File: config.mk
export PLATFORM = sky130hd
export DESIGN_NAME = mul_host_ctrl_flat
export DESIGN_NICKNAME = d
export VERILOG_FILES = /design/src/rtl/mul_host_if.sv /design/src/rtl/mul_host_ctrl.sv /design/src/flat_wrapper.sv
export SDC_FILE = /design/constraint.sdc
export NUM_CORES = 1
export LEC_CHECK = 0
export BUFFER_PORTS_ARGS = -buffer_cell sky130_fd_sc_hd__buf_2
export CORE_AREA = 3 3 84 86
export CTS_BUF_LIST = sky130_fd_sc_hd__clkbuf_4
export DETAILED_ROUTE_END_ITERATION = 12
export DIE_AREA = 0 0 87 89
export GPL_TIMING_DRIVEN = 0
export PLACE_DENSITY = 0.83
export SLEW_MARGIN = 10
export SYNTH_ARGS = -nofsm -noshare
export SYNTH_HDL_FRONTEND = slang
export SYNTH_SLANG_ARGS = --single-unit
File: constraint.sdc
create_clock -name clk -period 3.6 [get_ports clk]
set_input_delay 0.18 -clock clk [delete_from_list [all_inputs] [get_ports clk]]
set_output_delay 0.18 -clock clk [all_outputs]
set_load 0.01 [all_outputs]
File: src/rtl/mul_host_if.sv
// Bus bundle around mul_host_ctrl: upstream pairs, operand/result FIFOs,
// multiplier control and the downstream result port.
interface mul_host_if #(parameter int DW = 32);
  logic          in_valid;
  logic          in_ready;
  logic [DW-1:0] in_a;
  logic [DW-1:0] in_b;
  logic          in_last;
  logic          fifo_wr0;
  logic          fifo_wr1;
  logic [DW-1:0] fifo_din0;
  logic [DW-1:0] fifo_din1;
  logic [3:0]    fifo_data_count0;
  logic [3:0]    fifo_data_count1;
  logic          res_rd;
  logic [DW-1:0] res_dout;
  logic [3:0]    res_data_count;
  logic          op_start;
  logic          op_clear;
  logic          op_done;
  logic          out_valid;
  logic          out_ready;
  logic [DW-1:0] out_data;
  logic          busy;
  logic          err;

  modport master (
    input  in_valid, in_a, in_b, in_last, fifo_data_count0, fifo_data_count1,
           res_dout, res_data_count, op_done, out_ready,
    output in_ready, fifo_wr0, fifo_wr1, fifo_din0, fifo_din1, res_rd,
           op_start, op_clear, out_valid, out_data, busy, err
  );

  modport slave (
    output in_valid, in_a, in_b, in_last, fifo_data_count0, fifo_data_count1,
           res_dout, res_data_count, op_done, out_ready,
    input  in_ready, fifo_wr0, fifo_wr1, fifo_din0, fifo_din1, res_rd,
           op_start, op_clear, out_valid, out_data, busy, err
  );
endinterface

File: src/rtl/mul_host_ctrl.sv
// Host sequencer for the multiplier FIFO trio: load a batch, run, drain results, clear.
// Optional RUN watchdog enabled by defining MUL_HOST_TIMEOUT_EN.
//
// state | meaning
// IDLE  | waiting for the first pair of a batch
// LOAD  | pushing operand pairs into the two operand FIFOs
// RUN   | op_start held until the multiplier reports op_done
// DRAIN | popping dcnt results into the output register
// CLEAR | one-cycle op_clear, batch counter reset
module mul_host_ctrl #(
  parameter int DW             = 32,
  parameter int FIFO_DEPTH     = 8,
  parameter int BATCH_MAX      = 8,
  parameter int TIMEOUT_CYCLES = 1023
) (
  input  logic       clk,
  input  logic       reset,
  mul_host_if.master bus
);
  localparam int            CW    = $clog2(BATCH_MAX + 1);
  localparam logic [3:0]    DEPTH = 4'(FIFO_DEPTH);
  localparam logic [CW-1:0] BMAX  = CW'(BATCH_MAX);
  localparam logic [CW-1:0] BLAST = CW'(BATCH_MAX - 1);

  if (BATCH_MAX < 1 || BATCH_MAX > FIFO_DEPTH || TIMEOUT_CYCLES < 1 || TIMEOUT_CYCLES > 1023) begin : g_param_check
    $error("mul_host_ctrl: illegal parameter combination");
  end

  typedef enum logic [2:0] {IDLE, LOAD, RUN, DRAIN, CLEAR} state_t;

  state_t        state, state_nxt;
  logic [CW-1:0] pcnt, dcnt;
  logic          rd_inflight;
  logic          out_valid_q;
  logic [DW-1:0] out_data_q;
  logic          in_ready_c, push, res_rd_c, op_start_c, op_clear_c;
  logic          out_room, wd_expired;

  assign out_room = !out_valid_q || bus.out_ready;

`ifdef MUL_HOST_TIMEOUT_EN
  localparam logic [9:0] WD_INIT = 10'(TIMEOUT_CYCLES - 1);
  logic [9:0] wd;
  logic       err_q;

  assign wd_expired = (wd == 10'd0);

  // Down-counter reloaded outside RUN; terminal count on the last allowed RUN cycle.
  always_ff @(posedge clk) begin
    if (reset) begin
      wd    <= WD_INIT;
      err_q <= 1'b0;
    end else begin
      if (state == RUN) wd <= wd - 10'd1;
      else              wd <= WD_INIT;
      if (state == RUN && !bus.op_done && wd_expired) err_q <= 1'b1;
    end
  end

  assign bus.err = err_q;
`else
  assign wd_expired = 1'b0;
  assign bus.err    = 1'b0;
`endif

  always_comb begin
    state_nxt  = state;
    in_ready_c = 1'b0;
    push       = 1'b0;
    res_rd_c   = 1'b0;
    op_start_c = 1'b0;
    op_clear_c = 1'b0;
    case (state)
      IDLE: if (bus.in_valid) state_nxt = LOAD;
      LOAD: begin
        in_ready_c = (bus.fifo_data_count0 < DEPTH) && (bus.fifo_data_count1 < DEPTH) && (pcnt < BMAX);
        if (bus.in_valid && in_ready_c) begin
          push = 1'b1;
          if (bus.in_last || pcnt == BLAST) state_nxt = RUN;
        end
      end
      RUN: begin
        op_start_c = 1'b1;
        if (bus.op_done)     state_nxt = DRAIN;
        else if (wd_expired) state_nxt = CLEAR;
      end
      DRAIN: begin
        res_rd_c = (bus.res_data_count != 4'd0) && (dcnt != '0) && out_room && !rd_inflight;
        if (dcnt == '0 && !rd_inflight && out_valid_q && bus.out_ready) state_nxt = CLEAR;
      end
      CLEAR: begin
        op_clear_c = 1'b1;
        state_nxt  = IDLE;
      end
      default: state_nxt = IDLE;
    endcase
  end

  always_ff @(posedge clk) begin
    if (reset) begin
      state       <= IDLE;
      pcnt        <= '0;
      dcnt        <= '0;
      rd_inflight <= 1'b0;
      out_valid_q <= 1'b0;
      out_data_q  <= '0;
    end else begin
      state       <= state_nxt;
      rd_inflight <= res_rd_c;
      if (push)                 pcnt <= pcnt + CW'(1);
      else if (state == CLEAR)  pcnt <= '0;
      // Result lands one cycle after the pop; the register was already free when it was issued.
      if (rd_inflight) begin
        out_data_q  <= bus.res_dout;
        out_valid_q <= 1'b1;
        dcnt        <= dcnt - CW'(1);
      end else begin
        if (bus.out_ready) out_valid_q <= 1'b0;
        if (state == RUN && bus.op_done) dcnt <= pcnt;
      end
    end
  end

  assign bus.in_ready  = in_ready_c;
  assign bus.fifo_wr0  = push;
  assign bus.fifo_wr1  = push;
  assign bus.fifo_din0 = push ? bus.in_a : '0;
  assign bus.fifo_din1 = push ? bus.in_b : '0;
  assign bus.res_rd    = res_rd_c;
  assign bus.op_start  = op_start_c;
  assign bus.op_clear  = op_clear_c;
  assign bus.out_valid = out_valid_q;
  assign bus.out_data  = out_data_q;
  assign bus.busy      = (state != IDLE);
endmodule

File: src/flat_wrapper.sv
// flat-port wrapper written by rule: the top's interface ports become plain ports
module mul_host_ctrl_flat 
#(
  parameter int DW             = 32,
  parameter int FIFO_DEPTH     = 8,
  parameter int BATCH_MAX      = 8,
  parameter int TIMEOUT_CYCLES = 1023
)
  (clk, reset, bus_in_valid, bus_in_a, bus_in_b, bus_in_last, bus_fifo_data_count0, bus_fifo_data_count1, bus_res_dout, bus_res_data_count, bus_op_done, bus_out_ready, bus_in_ready, bus_fifo_wr0, bus_fifo_wr1, bus_fifo_din0, bus_fifo_din1, bus_res_rd, bus_op_start, bus_op_clear, bus_out_valid, bus_out_data, bus_busy, bus_err);
  mul_host_if #(.DW(DW)) bus_i ();
  input  logic clk;
  input  logic reset;
  input wire logic [$bits(bus_i.in_valid)-1:0] bus_in_valid;
  input wire logic [$bits(bus_i.in_a)-1:0] bus_in_a;
  input wire logic [$bits(bus_i.in_b)-1:0] bus_in_b;
  input wire logic [$bits(bus_i.in_last)-1:0] bus_in_last;
  input wire logic [$bits(bus_i.fifo_data_count0)-1:0] bus_fifo_data_count0;
  input wire logic [$bits(bus_i.fifo_data_count1)-1:0] bus_fifo_data_count1;
  input wire logic [$bits(bus_i.res_dout)-1:0] bus_res_dout;
  input wire logic [$bits(bus_i.res_data_count)-1:0] bus_res_data_count;
  input wire logic [$bits(bus_i.op_done)-1:0] bus_op_done;
  input wire logic [$bits(bus_i.out_ready)-1:0] bus_out_ready;
  output wire logic [$bits(bus_i.in_ready)-1:0] bus_in_ready;
  output wire logic [$bits(bus_i.fifo_wr0)-1:0] bus_fifo_wr0;
  output wire logic [$bits(bus_i.fifo_wr1)-1:0] bus_fifo_wr1;
  output wire logic [$bits(bus_i.fifo_din0)-1:0] bus_fifo_din0;
  output wire logic [$bits(bus_i.fifo_din1)-1:0] bus_fifo_din1;
  output wire logic [$bits(bus_i.res_rd)-1:0] bus_res_rd;
  output wire logic [$bits(bus_i.op_start)-1:0] bus_op_start;
  output wire logic [$bits(bus_i.op_clear)-1:0] bus_op_clear;
  output wire logic [$bits(bus_i.out_valid)-1:0] bus_out_valid;
  output wire logic [$bits(bus_i.out_data)-1:0] bus_out_data;
  output wire logic [$bits(bus_i.busy)-1:0] bus_busy;
  output wire logic [$bits(bus_i.err)-1:0] bus_err;
  assign bus_i.in_valid = bus_in_valid;
  assign bus_i.in_a = bus_in_a;
  assign bus_i.in_b = bus_in_b;
  assign bus_i.in_last = bus_in_last;
  assign bus_i.fifo_data_count0 = bus_fifo_data_count0;
  assign bus_i.fifo_data_count1 = bus_fifo_data_count1;
  assign bus_i.res_dout = bus_res_dout;
  assign bus_i.res_data_count = bus_res_data_count;
  assign bus_i.op_done = bus_op_done;
  assign bus_i.out_ready = bus_out_ready;
  assign bus_in_ready = bus_i.in_ready;
  assign bus_fifo_wr0 = bus_i.fifo_wr0;
  assign bus_fifo_wr1 = bus_i.fifo_wr1;
  assign bus_fifo_din0 = bus_i.fifo_din0;
  assign bus_fifo_din1 = bus_i.fifo_din1;
  assign bus_res_rd = bus_i.res_rd;
  assign bus_op_start = bus_i.op_start;
  assign bus_op_clear = bus_i.op_clear;
  assign bus_out_valid = bus_i.out_valid;
  assign bus_out_data = bus_i.out_data;
  assign bus_busy = bus_i.busy;
  assign bus_err = bus_i.err;
  mul_host_ctrl #(.DW(DW), .FIFO_DEPTH(FIFO_DEPTH), .BATCH_MAX(BATCH_MAX), .TIMEOUT_CYCLES(TIMEOUT_CYCLES)) u_core (.clk(clk), .reset(reset), .bus(bus_i));
endmodule
* Yosys cells after proc, flatten, opt, wreduce, memory -nomap -nowiden
Cells that the tools add are included.
Operators by class: reduce and logical (&&, ||, !) cells 23, add/sub/neg operators 2, $lt $le $gt $ge 3, equality and inequality tests 10, muxes and demuxes 20
Operators with widths (number):
- 32-bit 2-to-1 mux | 2
- 4-bit 2-to-1 mux | 4
- 3-bit 2-to-1 mux | 5
- 4-bit less-than comparator, second input constant | 3
- 3-bit one-hot mux with 4 select lines | 1
- 1-bit logical AND | 10
- 1-bit 2-to-1 mux | 8
- 4-bit nonzero test | 2
- 3-bit by 2-bit == test with 1-bit output, second input constant | 2
- 2-bit by 1-bit inequality test with 1-bit output, second input constant | 3
- 2-bit nonzero test | 3
- 5-bit AND reduction | 1
- 4-bit by 1-bit adder with 4-bit output, second input constant | 1
- 4-bit by 3-bit == test with 1-bit output, second input constant | 1
- 4-bit logical NOT | 1
- 2-bit inequality test, second input constant | 2
- 4-bit by 1-bit subtractor with 4-bit output, second input constant | 1
- 3-bit by 1-bit == test with 1-bit output, second input constant | 1
- 3-bit == test, second input constant | 1
- 3-bit logical NOT | 1
- 3-bit nonzero test | 1
- 1-bit logical NOT | 2
- 1-bit logical OR | 2
Word-level totals: register bits 45

* Depth between registers and ports, before layout
word-level depth 7, gate-level depth with buffers 6, gate-level depth less buffers 6

* Least setup slack after synthesis
OpenSTA, ideal clock, no wires.
path type reg2reg, start point register u_core.pcnt[3], end point register u_core.pcnt[2], clock period less this slack 1645 ps, arrival time 1565 ps, cell stages (with the launch flop) 5, slack 1955 ps, buffers on the path 0, path through dfxtp_1 or4b_4 nor2_8 mux2_2 a211oi_2
Between the ends: word-level cells in the longest chain between the ends 6
RTL lines:
- start: declaration | RTL line mul_host_ctrl.sv:32 | logic [CW-1:0] pcnt, dcnt;
- start signal: assignment | RTL line mul_host_ctrl.sv:110 | if (push) pcnt <= pcnt + CW'(1);
- 4-bit less-than comparator * | RTL line mul_host_ctrl.sv:76 | in_ready_c = (bus.fifo_data_count0 < DEPTH) && (bus.fifo_data_count1 < DEPTH) && (pcnt < BMAX);
- 1-bit logical AND * | RTL line mul_host_ctrl.sv:76
- 1-bit logical AND * | RTL line mul_host_ctrl.sv:77 | if (bus.in_valid && in_ready_c) begin
- 1-bit 2-to-1 mux * | RTL line mul_host_ctrl.sv:77
- 1-bit 2-to-1 mux * | RTL line mul_host_ctrl.sv:73 | case (state)
- 4-bit 2-to-1 mux or 2-bit nonzero test (tied branches)
Mark *: on every way between the ends. The rest lies on a longest branch, timed or not. A chain may end at the register's enable or synchronous reset.

* Final worst setup path
start point register u_core.pcnt[3], end point output bus_fifo_din1[24]
Between the ends: word-level cells in the longest chain between the ends 6
RTL lines:
- 4-bit less-than comparator | RTL line mul_host_ctrl.sv:76
- 1-bit logical AND | RTL line mul_host_ctrl.sv:76
- 1-bit logical AND | RTL line mul_host_ctrl.sv:77
- 1-bit 2-to-1 mux | RTL line mul_host_ctrl.sv:77
- 1-bit 2-to-1 mux | RTL line mul_host_ctrl.sv:73
- 32-bit 2-to-1 mux | RTL line mul_host_ctrl.sv:128 | assign bus.fifo_din1 = push ? bus.in_b : '0;
- end: declaration | RTL line flat_wrapper.sv:27 | output wire logic [$bits(bus_i.fifo_din1)-1:0] bus_fifo_din1;
Every way passes these cells.

==> out/results.txt <==
initial core utilization -> 0.367
Post-synth EDFFs -> 0
cell at the slowest stage of the critical path -> or4b_4
synth cell count leaders -> and2_1, dfxtp_1, nor2_1, mux2i_1, clkbuf_1
min cycle time layout -> 2.24 ns
most area-consuming cells after synthesis -> dfxtp_1, and2_1, mux2i_1
setup_tns -> 0 ns
global route overflow -> 0
CP Data Arrival Time -> 2.06 ns
Clk pwr share -> 0.293
Placement Setup Slack -> 1.75 ns
RSZ-0062 raised after global routing -> no
Port Buffers -> 210
number of global-route vias before repair -> 2445
Max Fclk -> 446 MHz
total die area -> 0.00774 mm2
die width -> 87 um
Max Cap Viol -> 0
share of layout cells above drive strength 1 -> 0.500
final setup vio count -> 0
DR pass1 iterations -> 4
gr usage total -> 0.179
die height -> 89 um
Combinational Power Share -> 0.242
crit-path leading delay family -> simple AND/OR/NAND/NOR gates
CTS max path bufs -> 2
CP required -> 3.42 ns
placed wire-length estimate -> 6.28 mm
reg-to-reg startpoint -> u_core.pcnt[3]
Routed Antenna Nets -> 0
final worst-path cycle share -> 0.623
Post-CTS Setup Bufs -> 0
XOR/XNOR Fraction of Synth Area -> 0.00753
post-synthesis async set-or-reset flop share -> 0
area grow syn2layout -> 53.2%
run status -> finished clean
DR iter-0 viols -> 56
P_int -> 795 uW
Final nets -> 595
crit-path max FO -> 10
buffers and inverters on the worst path -> 3
synthesized area per cell -> 8.88 um2
FF-to-FF path depth -> 4
Final Cell Area -> 0.00357 mm2
Cell variety after synth -> 42
Area after DPL -> 0.00347 mm2
Setup crit start kind -> flop
CTS Buf Count -> 5
row cnt -> 29
Crit Path Class -> reg -> out
pins over their slew limit -> 0
CTS resizes -> 0
Worst Hold Launch -> bus_res_dout[22]
slew of the pin with the lowest slew margin -> 0.675 ns
sequential-to-total area share from yosys stat -> 0.387
antenna violations before repair -> 3
fill count -> 599
main combinational cell family by area after synthesis -> simple AND/OR/NAND/NOR gates
CP endpoint kind -> output port
slowest stage delay, CP -> 0.60 ns
sequential share of power -> 0.466
crit path cell chain -> or4b_4 -> nor2_8 -> buf_6 -> buf_4 -> and2_1 -> buf_2
Mapped Cells -> 262
largest net degree at the start of global routing -> 15
Adder-Cell Fraction of Synth Area -> 0.0108
post-synthesis cell area -> 0.00233 mm2
mux contribution to synthesized area -> 0.142
top-count cell post-synth -> and2_1
Net Sw Frac -> 0.276
Post-Route WL -> 7.53 mm
Final Hold Fails -> 0
first-pass GRT wire length -> 11.1 mm
Hold Path End -> u_core.bus.out_data[22]
I/O pins -> 219
Placer Congestion -> 0.768
Placed Cells -> 549
Non-Filler Instances -> 560
Slew HR -> 0.550
Psw -> 303 uW
setup ws final -> 1.36 ns
area leader, netlist -> dfxtp_1
post-synthesis compound-gate area fraction -> 0.0753
Synth Area in Simple Gates -> 0.316
Core Footprint -> 0.00635 mm2
htree depth -> 2
top cell type's share of synthesized area -> 0.387
drt wl/cell -> 13.4 um
Clk Tree Root Cell -> clkbuf_4
vias per cell -> 4.66
worst skew pair latency -> 0.35 ns
post-synthesis register bit count -> 45
Hold Crit Depth -> 3
capturing point of the worst reg2reg path -> u_core.pcnt[2]
flop2flop setup slack -> 1.85 ns
Leak -> 1.93 nW
warnings from Yosys -> 0
clk_skew -> 0.0121 ns
Power Dens Cells -> 308 mW/mm2
Worst IR Drop VDD -> 242 uV
Vias -> 2610
CTS tree -> done
syn nets -> 378
CTS Sinks -> 45
hold buffers post-CTS -> 0
Min-Delay Path Class -> in -> reg
CTS clk-pin slew, worst paths -> 0.14 ns
DRC violations left -> 0
Synth Flop Type -> dfxtp_1
Crit. Startpoint -> u_core.pcnt[3]
## cells by family (layout without fill, tap and decap cells)
family,Yosys count,in the layout
buffers and inverters,28,246
DFF,45,45
other,1,4
and+or+nand+nor,127,127
muxes,33,33
xor gates and xnor gates,2,2
adders and majority gates,2,2
AOI/OAI and AO/OA,24,24
## routing by layer
layer  GRT usage  part of all wire
met1       0.185              0.36
met2       0.341              0.53
met3      0.0415             0.086
met4      0.0822             0.023
met5           0                 0
## layout make-up
type                       count  area [um2]  share of cell area
inverter                       6        22.5             0.00632
clock buffer                   6        45.0              0.0126
tap                           77        96.3              0.0270
buffer                        22         115              0.0323
timing repair buffer         210        1050               0.295
antenna                        3        7.51             0.00211
clock inverter                 2        38.8              0.0109
sequential                    45         901               0.253
multi-input combinational    189        1290               0.361
## worst register-to-register path, stage by stage, from the launching register on
cell      delay [ns]
dfxtp_1         0.38
or4b_4          0.60
nor2_8          0.15
mux2_2          0.36
a211oi_2        0.20
## power by group through the flow
| stage | Sequential (mW) | Combinational [mW] | Clock [mW] |
|---|---|---|---|
| global route | 0.513 | 0.295 | 0.354 |
| CTS | 0.511 | 0.267 | 0.336 |
| detailed placement | 0.522 | 0.266 | 0 |
| global placement | 0.522 | 0.258 | 0 |
| floorplan | 0.522 | 0.155 | 0 |
| finish | 0.511 | 0.266 | 0.322 |
## stage by stage
step           total power [mW]  hold WS, ns  utilization
2_1_floorplan             0.676        0.327            -
3_3_place_gp              0.780        0.412        0.547
3_5_place_dp              0.788        0.425        0.547
4_1_cts                    1.11       0.0326        0.560
5_1_grt                    1.16       0.0348        0.562
6_report                   1.10       0.0514        0.562
## placed cells by master (no fill, tap or decap), types with 2 or more instances in the layout
cell type  synthesis  routed
a211oi_1           7       7
a21oi_1            5       5
a311oi_1           2       2
a31oi_1            2       2
and2_1            64      64
buf_2              5     215
buf_4              4       4
clkbuf_1           9       9
clkbuf_2           3       3
clkbuf_4           0       6
dfxtp_1           45      45
diode_2            0       3
ha_1               2       2
inv_1              6       6
mux2i_1           32      32
nand2b_1           4       4
nor2_1            37      37
nor2b_1            2       2
nor3_1             4       4
nor3b_1            2       2
or3_1              2       2
or3b_2             2       2
xnor2_1            2       2
## how the worst max path moves through the flow
stage | endpoint | slack, ns | depth (start not counted)
finish | bus_fifo_din1[24] | 1.36 | 6
global route | bus_fifo_din1[15] | 1.22 | 7
CTS | bus_fifo_din1[24] | 1.32 | 6
detailed placement | bus_fifo_din0[1] | 1.75 | 6
global placement | bus_fifo_din0[1] | 1.77 | 6
floorplan | u_core.pcnt[2] | 1.96 | 4
## sequential cells by signal, indices dropped and copies added, names as in the netlist
| name | flops |
|---|---|
| u_core.bus.out_valid | 1 |
| u_core.bus.out_data | 32 |
| u_core.pcnt | 4 |
| u_core.dcnt | 4 |
| u_core.rd_inflight | 1 |
| u_core.state | 3 |
(Power assumes the default switching activity.)
